File: src/rtl/mem_io_bridge_pkg.sv
// Shared definitions for the memory / I/O bridge.
// Holds the I/O map (base address, UART and cycle-counter offsets),
// the read-source selector type and the region decode helper.
package mem_io_bridge_pkg;

  localparam int unsigned DATA_W    = 8;
  localparam int unsigned DEC_W     = 18;

  localparam logic [DEC_W-1:0] IO_BASE     = 18'h30000;
  localparam logic [1:0]       IO_UART_OFS = 2'h0;
  localparam logic [2:0]       IO_CLK_OFS  = 3'h4;

  // Selects where mem_din comes from in the cycle after a request.
  typedef enum logic {
    SRC_RAM = 1'b0,
    SRC_IO  = 1'b1
  } rd_src_e;

  // The top quarter of the decoded 256KB window is I/O; the rest is RAM.
  function automatic logic is_io_addr(input logic [DEC_W-1:0] a);
    return a[DEC_W-1:DEC_W-2] == 2'b11;
  endfunction

endpackage

File: src/rtl/mem_io_bridge_io_tx_fifo.sv
// UART transmit FIFO.
// Pointers are one bit wider than the index so full and empty are told
// apart without a separate flag; occupancy is wr_ptr - rd_ptr.
// The caller only pushes when there is room (or a pop in the same cycle)
// and only pops when non-empty.
// Ports:
//   clk_in, rst_in  clock, synchronous active-high reset
//   push, push_data write one entry
//   pop             retire the head entry
//   pop_data        head entry
//   empty, full     occupancy flags
//   count           current occupancy
module mem_io_bridge_io_tx_fifo
  import mem_io_bridge_pkg::*;
#(
  parameter int unsigned DEPTH_LOG2 = 3
) (
  input  logic                  clk_in,
  input  logic                  rst_in,
  input  logic                  push,
  input  logic [DATA_W-1:0]     push_data,
  input  logic                  pop,
  output logic [DATA_W-1:0]     pop_data,
  output logic                  empty,
  output logic                  full,
  output logic [DEPTH_LOG2:0]   count
);

  localparam int unsigned PTR_W = DEPTH_LOG2 + 1;
  localparam int unsigned DEPTH = 1 << DEPTH_LOG2;

  logic [PTR_W-1:0]  wr_ptr_q, wr_ptr_d;
  logic [PTR_W-1:0]  rd_ptr_q, rd_ptr_d;
  logic [DATA_W-1:0] mem_q [DEPTH];

  // Pointer advance.
  always_comb begin
    wr_ptr_d = wr_ptr_q;
    rd_ptr_d = rd_ptr_q;
    if (push) wr_ptr_d = wr_ptr_q + PTR_W'(1);
    if (pop)  rd_ptr_d = rd_ptr_q + PTR_W'(1);
  end

  always_ff @(posedge clk_in) begin
    if (rst_in) begin
      wr_ptr_q <= '0;
      rd_ptr_q <= '0;
    end else begin
      wr_ptr_q <= wr_ptr_d;
      rd_ptr_q <= rd_ptr_d;
    end
  end

  // Storage needs no reset; only entries between the pointers are ever read.
  always_ff @(posedge clk_in) begin
    if (push) mem_q[wr_ptr_q[DEPTH_LOG2-1:0]] <= push_data;
  end

  assign pop_data = mem_q[rd_ptr_q[DEPTH_LOG2-1:0]];
  assign count    = wr_ptr_q - rd_ptr_q;
  assign empty    = (wr_ptr_q == rd_ptr_q);
  assign full     = (count == PTR_W'(DEPTH));

endmodule

File: src/rtl/mem_io_bridge.sv
// Bridge between the cpu byte-wide memory bus and RAM / memory-mapped I/O.
// mem_a[17:16]==2'b11 selects I/O, everything else goes to the RAM.
// I/O map: 0x30000 UART (write = TX byte, read = RX byte),
//          0x30004 write = program stop, 0x30004..7 read = cycle counter.
// Optional feature: define MEM_IO_CYCLE_COUNTER_EN to build the 32-bit
// cycle counter; without it the counter bytes read as 0.
// Ports:
//   clk_in, rst_in, rdy_in          clock, sync active-high reset, cpu ready
//   mem_a, mem_dout, mem_wr, mem_din cpu memory bus
//   ram_a, ram_we, ram_wdata, ram_rdata  single-port RAM (1-cycle read)
//   tx_data, tx_valid, tx_ready     UART transmit stream
//   rx_data, rx_valid, rx_pop       UART receive byte and consume pulse
//   io_buffer_full, program_stop, tx_overflow  status to cpu / host
module mem_io_bridge
  import mem_io_bridge_pkg::*;
#(
  parameter int unsigned TX_DEPTH_LOG2  = 3,
  parameter int unsigned FULL_MARGIN    = 2,
  parameter int unsigned RAM_ADDR_WIDTH = 17
) (
  input  logic                      clk_in,
  input  logic                      rst_in,
  input  logic                      rdy_in,
  input  logic [31:0]               mem_a,
  input  logic [7:0]                mem_dout,
  input  logic                      mem_wr,
  output logic [7:0]                mem_din,
  output logic                      io_buffer_full,
  output logic [RAM_ADDR_WIDTH-1:0] ram_a,
  output logic                      ram_we,
  output logic [7:0]                ram_wdata,
  input  logic [7:0]                ram_rdata,
  output logic [7:0]                tx_data,
  output logic                      tx_valid,
  input  logic                      tx_ready,
  input  logic [7:0]                rx_data,
  input  logic                      rx_valid,
  output logic                      rx_pop,
  output logic                      program_stop,
  output logic                      tx_overflow
);

  localparam int unsigned CNT_W = TX_DEPTH_LOG2 + 1;
  localparam int unsigned DEPTH = 1 << TX_DEPTH_LOG2;
  localparam logic [DEC_W-1:0] IO_UART_ADDR = IO_BASE | DEC_W'(IO_UART_OFS);
  localparam logic [DEC_W-1:0] IO_CLK_ADDR  = IO_BASE | DEC_W'(IO_CLK_OFS);

  logic unused_addr_hi;
  assign unused_addr_hi = ^mem_a[31:DEC_W];

  // Address decode.
  logic is_io, uart_hit, clk_hit, stop_hit, io_wr, io_rd;
  assign is_io    = is_io_addr(mem_a[DEC_W-1:0]);
  assign uart_hit = (mem_a[DEC_W-1:0] == IO_UART_ADDR);
  assign clk_hit  = (mem_a[DEC_W-1:2] == IO_CLK_ADDR[DEC_W-1:2]);
  assign stop_hit = (mem_a[DEC_W-1:0] == IO_CLK_ADDR);
  assign io_wr    = rdy_in && is_io && mem_wr;
  assign io_rd    = rdy_in && is_io && !mem_wr;

  // RAM is driven combinationally in the request cycle.
  assign ram_a     = mem_a[RAM_ADDR_WIDTH-1:0];
  assign ram_wdata = mem_dout;
  assign ram_we    = rdy_in && !is_io && mem_wr;

  // TX FIFO: a full FIFO still takes a byte when the head leaves the same cycle.
  logic             fifo_empty, fifo_full, tx_pop, push_req, push_ok;
  logic [CNT_W-1:0] fifo_count, fifo_count_next;

  assign tx_valid = !fifo_empty;
  assign tx_pop   = tx_valid && tx_ready;
  assign push_req = io_wr && uart_hit && (mem_dout != 8'h00);
  assign push_ok  = push_req && (!fifo_full || tx_pop);
  assign fifo_count_next = fifo_count + CNT_W'(push_ok) - CNT_W'(tx_pop);

  mem_io_bridge_io_tx_fifo #(
    .DEPTH_LOG2 (TX_DEPTH_LOG2)
  ) u_io_tx_fifo (
    .clk_in    (clk_in),
    .rst_in    (rst_in),
    .push      (push_ok),
    .push_data (mem_dout),
    .pop       (tx_pop),
    .pop_data  (tx_data),
    .empty     (fifo_empty),
    .full      (fifo_full),
    .count     (fifo_count)
  );

  // Cycle counter byte for 0x30004..7; upper bytes come from the snapshot
  // taken on the byte-0 read so a multi-byte read is coherent.
  logic [7:0] clk_byte;
`ifdef MEM_IO_CYCLE_COUNTER_EN
  logic [31:0] cyc_cnt_q, cyc_cnt_d;
  logic [23:0] snap_q, snap_d;

  always_comb begin
    cyc_cnt_d = cyc_cnt_q;
    snap_d    = snap_q;
    clk_byte  = cyc_cnt_q[7:0];
    if (rdy_in) cyc_cnt_d = cyc_cnt_q + 32'd1;
    if (io_rd && clk_hit && (mem_a[1:0] == 2'd0)) snap_d = cyc_cnt_q[31:8];
    case (mem_a[1:0])
      2'd1:    clk_byte = snap_q[7:0];
      2'd2:    clk_byte = snap_q[15:8];
      2'd3:    clk_byte = snap_q[23:16];
      default: clk_byte = cyc_cnt_q[7:0];
    endcase
  end

  always_ff @(posedge clk_in) begin
    if (rst_in) begin
      cyc_cnt_q <= '0;
      snap_q    <= '0;
    end else begin
      cyc_cnt_q <= cyc_cnt_d;
      snap_q    <= snap_d;
    end
  end
`else
  assign clk_byte = 8'h00;
`endif

  // Read return and status state.
  rd_src_e    src_q, src_d;
  logic [7:0] io_byte_q, io_byte_d;
  logic [7:0] hold_q, hold_d;
  logic       req_q, req_d;
  logic       rx_pop_q, rx_pop_d;
  logic       overflow_q, overflow_d;
  logic       stop_pending_q, stop_pending_d;
  logic       program_stop_q, program_stop_d;
  logic       buf_full_q, buf_full_d;

  // RAM data arrives the cycle after the request, so mem_din is a mux;
  // while the cpu is frozen it replays the last returned byte.
  assign mem_din = !req_q           ? hold_q :
                   (src_q == SRC_RAM) ? ram_rdata : io_byte_q;

  always_comb begin
    src_d          = src_q;
    io_byte_d      = io_byte_q;
    hold_d         = mem_din;
    req_d          = rdy_in;
    rx_pop_d       = 1'b0;
    overflow_d     = overflow_q || (push_req && fifo_full && !tx_pop);
    stop_pending_d = stop_pending_q || (io_wr && stop_hit);
    program_stop_d = program_stop_q || (stop_pending_q && fifo_empty);
    buf_full_d     = (32'(DEPTH) - 32'(fifo_count_next)) <= 32'(FULL_MARGIN);
    if (rdy_in) begin
      src_d     = is_io ? SRC_IO : SRC_RAM;
      io_byte_d = 8'h00;
      if (io_rd && uart_hit) begin
        io_byte_d = rx_valid ? rx_data : 8'h00;
        rx_pop_d  = rx_valid;
      end else if (io_rd && clk_hit) begin
        io_byte_d = clk_byte;
      end
    end
  end

  always_ff @(posedge clk_in) begin
    if (rst_in) begin
      src_q          <= SRC_IO;
      io_byte_q      <= '0;
      hold_q         <= '0;
      req_q          <= 1'b0;
      rx_pop_q       <= 1'b0;
      overflow_q     <= 1'b0;
      stop_pending_q <= 1'b0;
      program_stop_q <= 1'b0;
      buf_full_q     <= 1'b0;
    end else begin
      src_q          <= src_d;
      io_byte_q      <= io_byte_d;
      hold_q         <= hold_d;
      req_q          <= req_d;
      rx_pop_q       <= rx_pop_d;
      overflow_q     <= overflow_d;
      stop_pending_q <= stop_pending_d;
      program_stop_q <= program_stop_d;
      buf_full_q     <= buf_full_d;
    end
  end

  assign rx_pop         = rx_pop_q;
  assign tx_overflow    = overflow_q;
  assign program_stop   = program_stop_q;
  assign io_buffer_full = buf_full_q;

endmodule

File: config.mk
export PLATFORM = sky130hd
export DESIGN_NAME = mem_io_bridge
export DESIGN_NICKNAME = d
export VERILOG_FILES = /design/src/rtl/mem_io_bridge_pkg.sv /design/src/rtl/mem_io_bridge_io_tx_fifo.sv /design/src/rtl/mem_io_bridge.sv
export SDC_FILE = /design/constraint.sdc
export NUM_CORES = 1
export LEC_CHECK = 0
export ABC_CLOCK_PERIOD_IN_PS = 3800
export BUFFER_PORTS_ARGS = -buffer_cell sky130_fd_sc_hd__buf_2
export CAP_MARGIN = 20
export CORE_ASPECT_RATIO = 1.75
export CORE_MARGIN = 3
export CORE_UTILIZATION = 53
export CTS_CLUSTER_SIZE = 14
export DETAILED_ROUTE_END_ITERATION = 10
export PLACE_DENSITY = 0.85
export SLEW_MARGIN = 0
export SYNTH_ARGS = -nofsm -noshare
export SYNTH_HDL_FRONTEND = slang
export SYNTH_SLANG_ARGS = --single-unit
export TNS_END_PERCENT = 50
File: constraint.sdc
create_clock -name clk_in -period 3.8 [get_ports clk_in]
set_clock_uncertainty 0.1 [all_clocks]
set_input_delay 0.76 -clock clk_in [delete_from_list [all_inputs] [get_ports clk_in]]
set_output_delay 0.76 -clock clk_in [all_outputs]
set_load 0.02 [all_outputs]
==> implementation parameters <==
Parameter                              Value

Critical path
  Setup slack, reg-to-reg    0.19 ns
  Worst path buffer plus inverter count    3
  Cell Chain, Critical Path    inv_1 -> ha_1 -> a21o_1 -> a21oi_2 -> xor2_1 -> ha_1 -> nand2_1 -> nor3_4 -> or2_1 -> inv_2 -> ha_1 -> inv_1 -> fa_1 -> ha_2 -> nand3_1 -> o21ai_0 -> o211a_1
  Register-to-Register Path Depth    17
  Critical path start-end classification    reg -> reg
  Arrival @ worst endpoint    3.73 ns
  Biggest cell delay along the critical path    0.45 ns
  Worst-path fanout max    7
  Data required time at the worst endpoint    3.92 ns
  Critical Path Source Type    flip-flop
  Highest-delay cell along the critical path    fa_1
  CP Capture Type    flip-flop
  Origin of the critical flop-to-flop path    u_io_tx_fifo.rd_ptr_q[1]
  Cell repeated most along the worst path    ha_1
  Crit-path leading delay family    adder cells
  FF-to-FF End    io_buffer_full

STA
  Transition at the pin with the smallest max-transition slack    0.756 ns
  Count of final setup violators    0
  Final Cycle Share    95.0%
  Max-slew violations    0
  Min Tclk post-route    3.61 ns
  Max transition margin    49.5%
  Final Hold Violating Endpoints    0
  Fmax    0.277 GHz

Hold path
  Worst Hold End    program_stop
  Hold wc startpoint    program_stop
  Class of the worst hold path    reg -> reg
  Hold Path Stages    2

Route
  TritonRoute pass-1 iters    4
  Via density per instance    5.55
  ANT nets after route    0
  Routed wire length    8530 um
  Via count    2718
  Routed wirelength normalized by instance count    17.4 um
  Drt initial violations    122
  # DRC    0

Synthesis
  Post-synthesis instance total    315
  Share of flip-flops with an asynchronous set or reset after synthesis    0%
  Post-synth EDFFs    64
  Top_reg_cell synth    edfxtp_1
  Number of warning messages in the yosys log    0
  Share of the synthesized area in the top cell type    43.8%
  Mean Syn Cell Area    13.9 sq um
  Post-synthesis cell type count    47
  Flip-flop and latch count after synthesis    98
  Main combinational cell family by area after synthesis    multiplexers
  Mux share of post-synthesis cell area    12.1%
  Netlist area before placement    4390 sq um
  Ranking of synthesized cells by area    edfxtp_1, dfxtp_1, mux4_2, buf_4, ha_1
  Post-Synth XOR/XNOR Area    1.60%
  Fraction of the mapped netlist area in adder cells    4.33%
  Post-synthesis sequential area ratio    59.3%
  Simple-gate portion of the synthesized area    9.61%
  Net count of the mapped netlist    391
  Synth area leader    edfxtp_1
  Compound-cell area share of the yosys netlist    5.73%

Clock network
  TritonCTS clock tree    yes
  Maximum clock insertion buffer count    2
  Clock Root Buffer    clkbuf_16
  Number of clock buffers inserted by TritonCTS    9
  Clock latency at the later pin of the worst-skew pair    0.33 ns
  CTS hold repair buffers    0
  Count of H-tree levels built during CTS    3
  Clock tree sinks    98
  Clock slew at the register clock pins of the worst setup and hold paths    0.06 ns

Die
  Die area    9450 sq um
  Chip Width    74.8 um
  Starting utilization of the core area    54.7%
  Floorplan die height    126 um
  CORE AREA    8020 sq um
  Top-Level Pins    109
  Number of rows created at floorplan    43

Placed design
  Number of buffer cells added on primary ports    94
  Placed Instances    471
  Routability cong.    0.770
  Hpwl dp    6200 um

Finish
  Final layout net count    471
  Non-filler cells in the finished layout    490
  Layout cells sized above 1    39.8%
  Number of fillers in the final layout    592
  # diodes    0
  Fin util    63.6%
  Layout overhead on the synthesized area    16.3%

Global route
  Maximum number of pins on one net before global-route repair    26
  Total GRT Usage    19.1%
  Overflow after GRT    0
  Global-route wire length before repair    13500 um
  Via count of the first global-routing pass    2770
  Number of antenna violations at the first check in global routing    0

Outcome
  Outcome    complete, no violations

Power
  Leakage power figure    2.03 nW
  Total power divided by cell area    406 nW/um^2
  Peak supply drop    0.000270 V

Run
  Max-capacitance violation count    0
## cell type report
class                   count  area (sq um)  share of cell area, %
clock inverters             1          5.00                 0.0981
well taps                  90           113                   2.21
flip-flops and latches     98          2600                   51.0
clock buffers              15           258                   5.05
repair buffers            109           583                   11.4
multi-input cells         160          1480                   29.0
inverters                  17          63.8                   1.25
## cells by family (layout without fill, tap and decap cells)
group,Yosys count,in the layout
xor+xnor,8,8
compound gates,39,39
flops,98,98
fa+ha+maj,14,14
simple gates,67,67
buf+inv,57,142
mux,32,32
## repair_timing
action                                  in CTS  in global routing
buffers inserted                             0                  3
resized for setup                            0                  3
endpoints found under the setup margin       0                  1
## layer usage
layer	wire (um)	global-route usage [%]	share of wire, %	vias up
li1	-	-	-	1300
met1	3210	22.3	38	1320
met2	4790	33.8	56	84
met3	354	3.25	4.2	14
met4	174	7.44	2.0	0
met5	0	0	0	-
## power by group
group	total, mW	internal (mW)	switching [mW]
Combinational	0.119	0.0454	0.0737
Sequential	1.15	1.14	0.00703
Clock	0.806	0.462	0.344
## state kept, by name, summed over array words and instances, names as in the netlist, named ones only
name and flops:
rx_pop 1, hold_q 8, u_io_tx_fifo.rd_ptr_q 4, io_byte_q 8, src_q 1, u_io_tx_fifo.wr_ptr_q 4, stop_pending_q 1, tx_overflow 1
u_io_tx_fifo.mem_q 64, program_stop 1, req_q 1, io_buffer_full 1
## tightest hold or removal path: stages (launching register included)
cell and delay, ns:
dfxtp_1 0.33, a21oi_1 0.04, nor2_1 0.07
## Yosys cell counts, types with 2 or more instances
cell and n:
edfxtp_1 64, dfxtp_1 34, buf_4 26, nor2_1 22, a21oi_1 18, inv_1 16, mux4_2 16, ha_1 12
a22o_1 8, mux2_2 8, mux2i_1 8, nor2b_1 8, nand2_1 7, nor4_1 7, clkbuf_1 6, buf_1 5
nand3_1 4, o21ai_0 4, xnor2_1 4, xor2_1 4, a21o_1 2, buf_2 2, fa_1 2, nor3_1 2
nor4b_2 2, o31ai_1 2, or4_1 2
## worst max path at each step
stage,start,end,slack [ns],cells past startpoint
finish,u_io_tx_fifo.rd_ptr_q[1],io_buffer_full,0.19,17
CTS,u_io_tx_fifo.wr_ptr_q[0],io_buffer_full,0.17,17
global route,u_io_tx_fifo.rd_ptr_q[1],io_buffer_full,-0.0006,17
global placement,u_io_tx_fifo.wr_ptr_q[0],io_buffer_full,0.33,17
detailed placement,u_io_tx_fifo.wr_ptr_q[0],io_buffer_full,0.22,17
floorplan,u_io_tx_fifo.wr_ptr_q[0],io_buffer_full,0.32,18
## per-stage QoR
step                      setup TNS (ns)  total power [mW]  hold WS (ns)  cell area, sq um  worst slack (ns)
after floorplan                        0              1.24         0.337              4390             0.319
after global placement                 0              1.29         0.357              4800             0.326
after detailed placement               0              1.29         0.357              4800             0.224
after CTS                              0              2.09         0.377              5070             0.174
after global routing           -0.000558              2.15         0.384              5100         -0.000558
final                                  0              2.07         0.370              5100             0.190
## layout by cell type (no fill, tap or decap), types with 9 or more instances in the layout
master / count
ha_1: 11
buf_4: 15
edfxtp_1: 64
dfxtp_1: 34
buf_2: 94
mux4_2: 16
inv_1: 16
a21oi_1: 17
clkbuf_16: 9
nor2_1: 22
(Power assumes the default switching activity.)
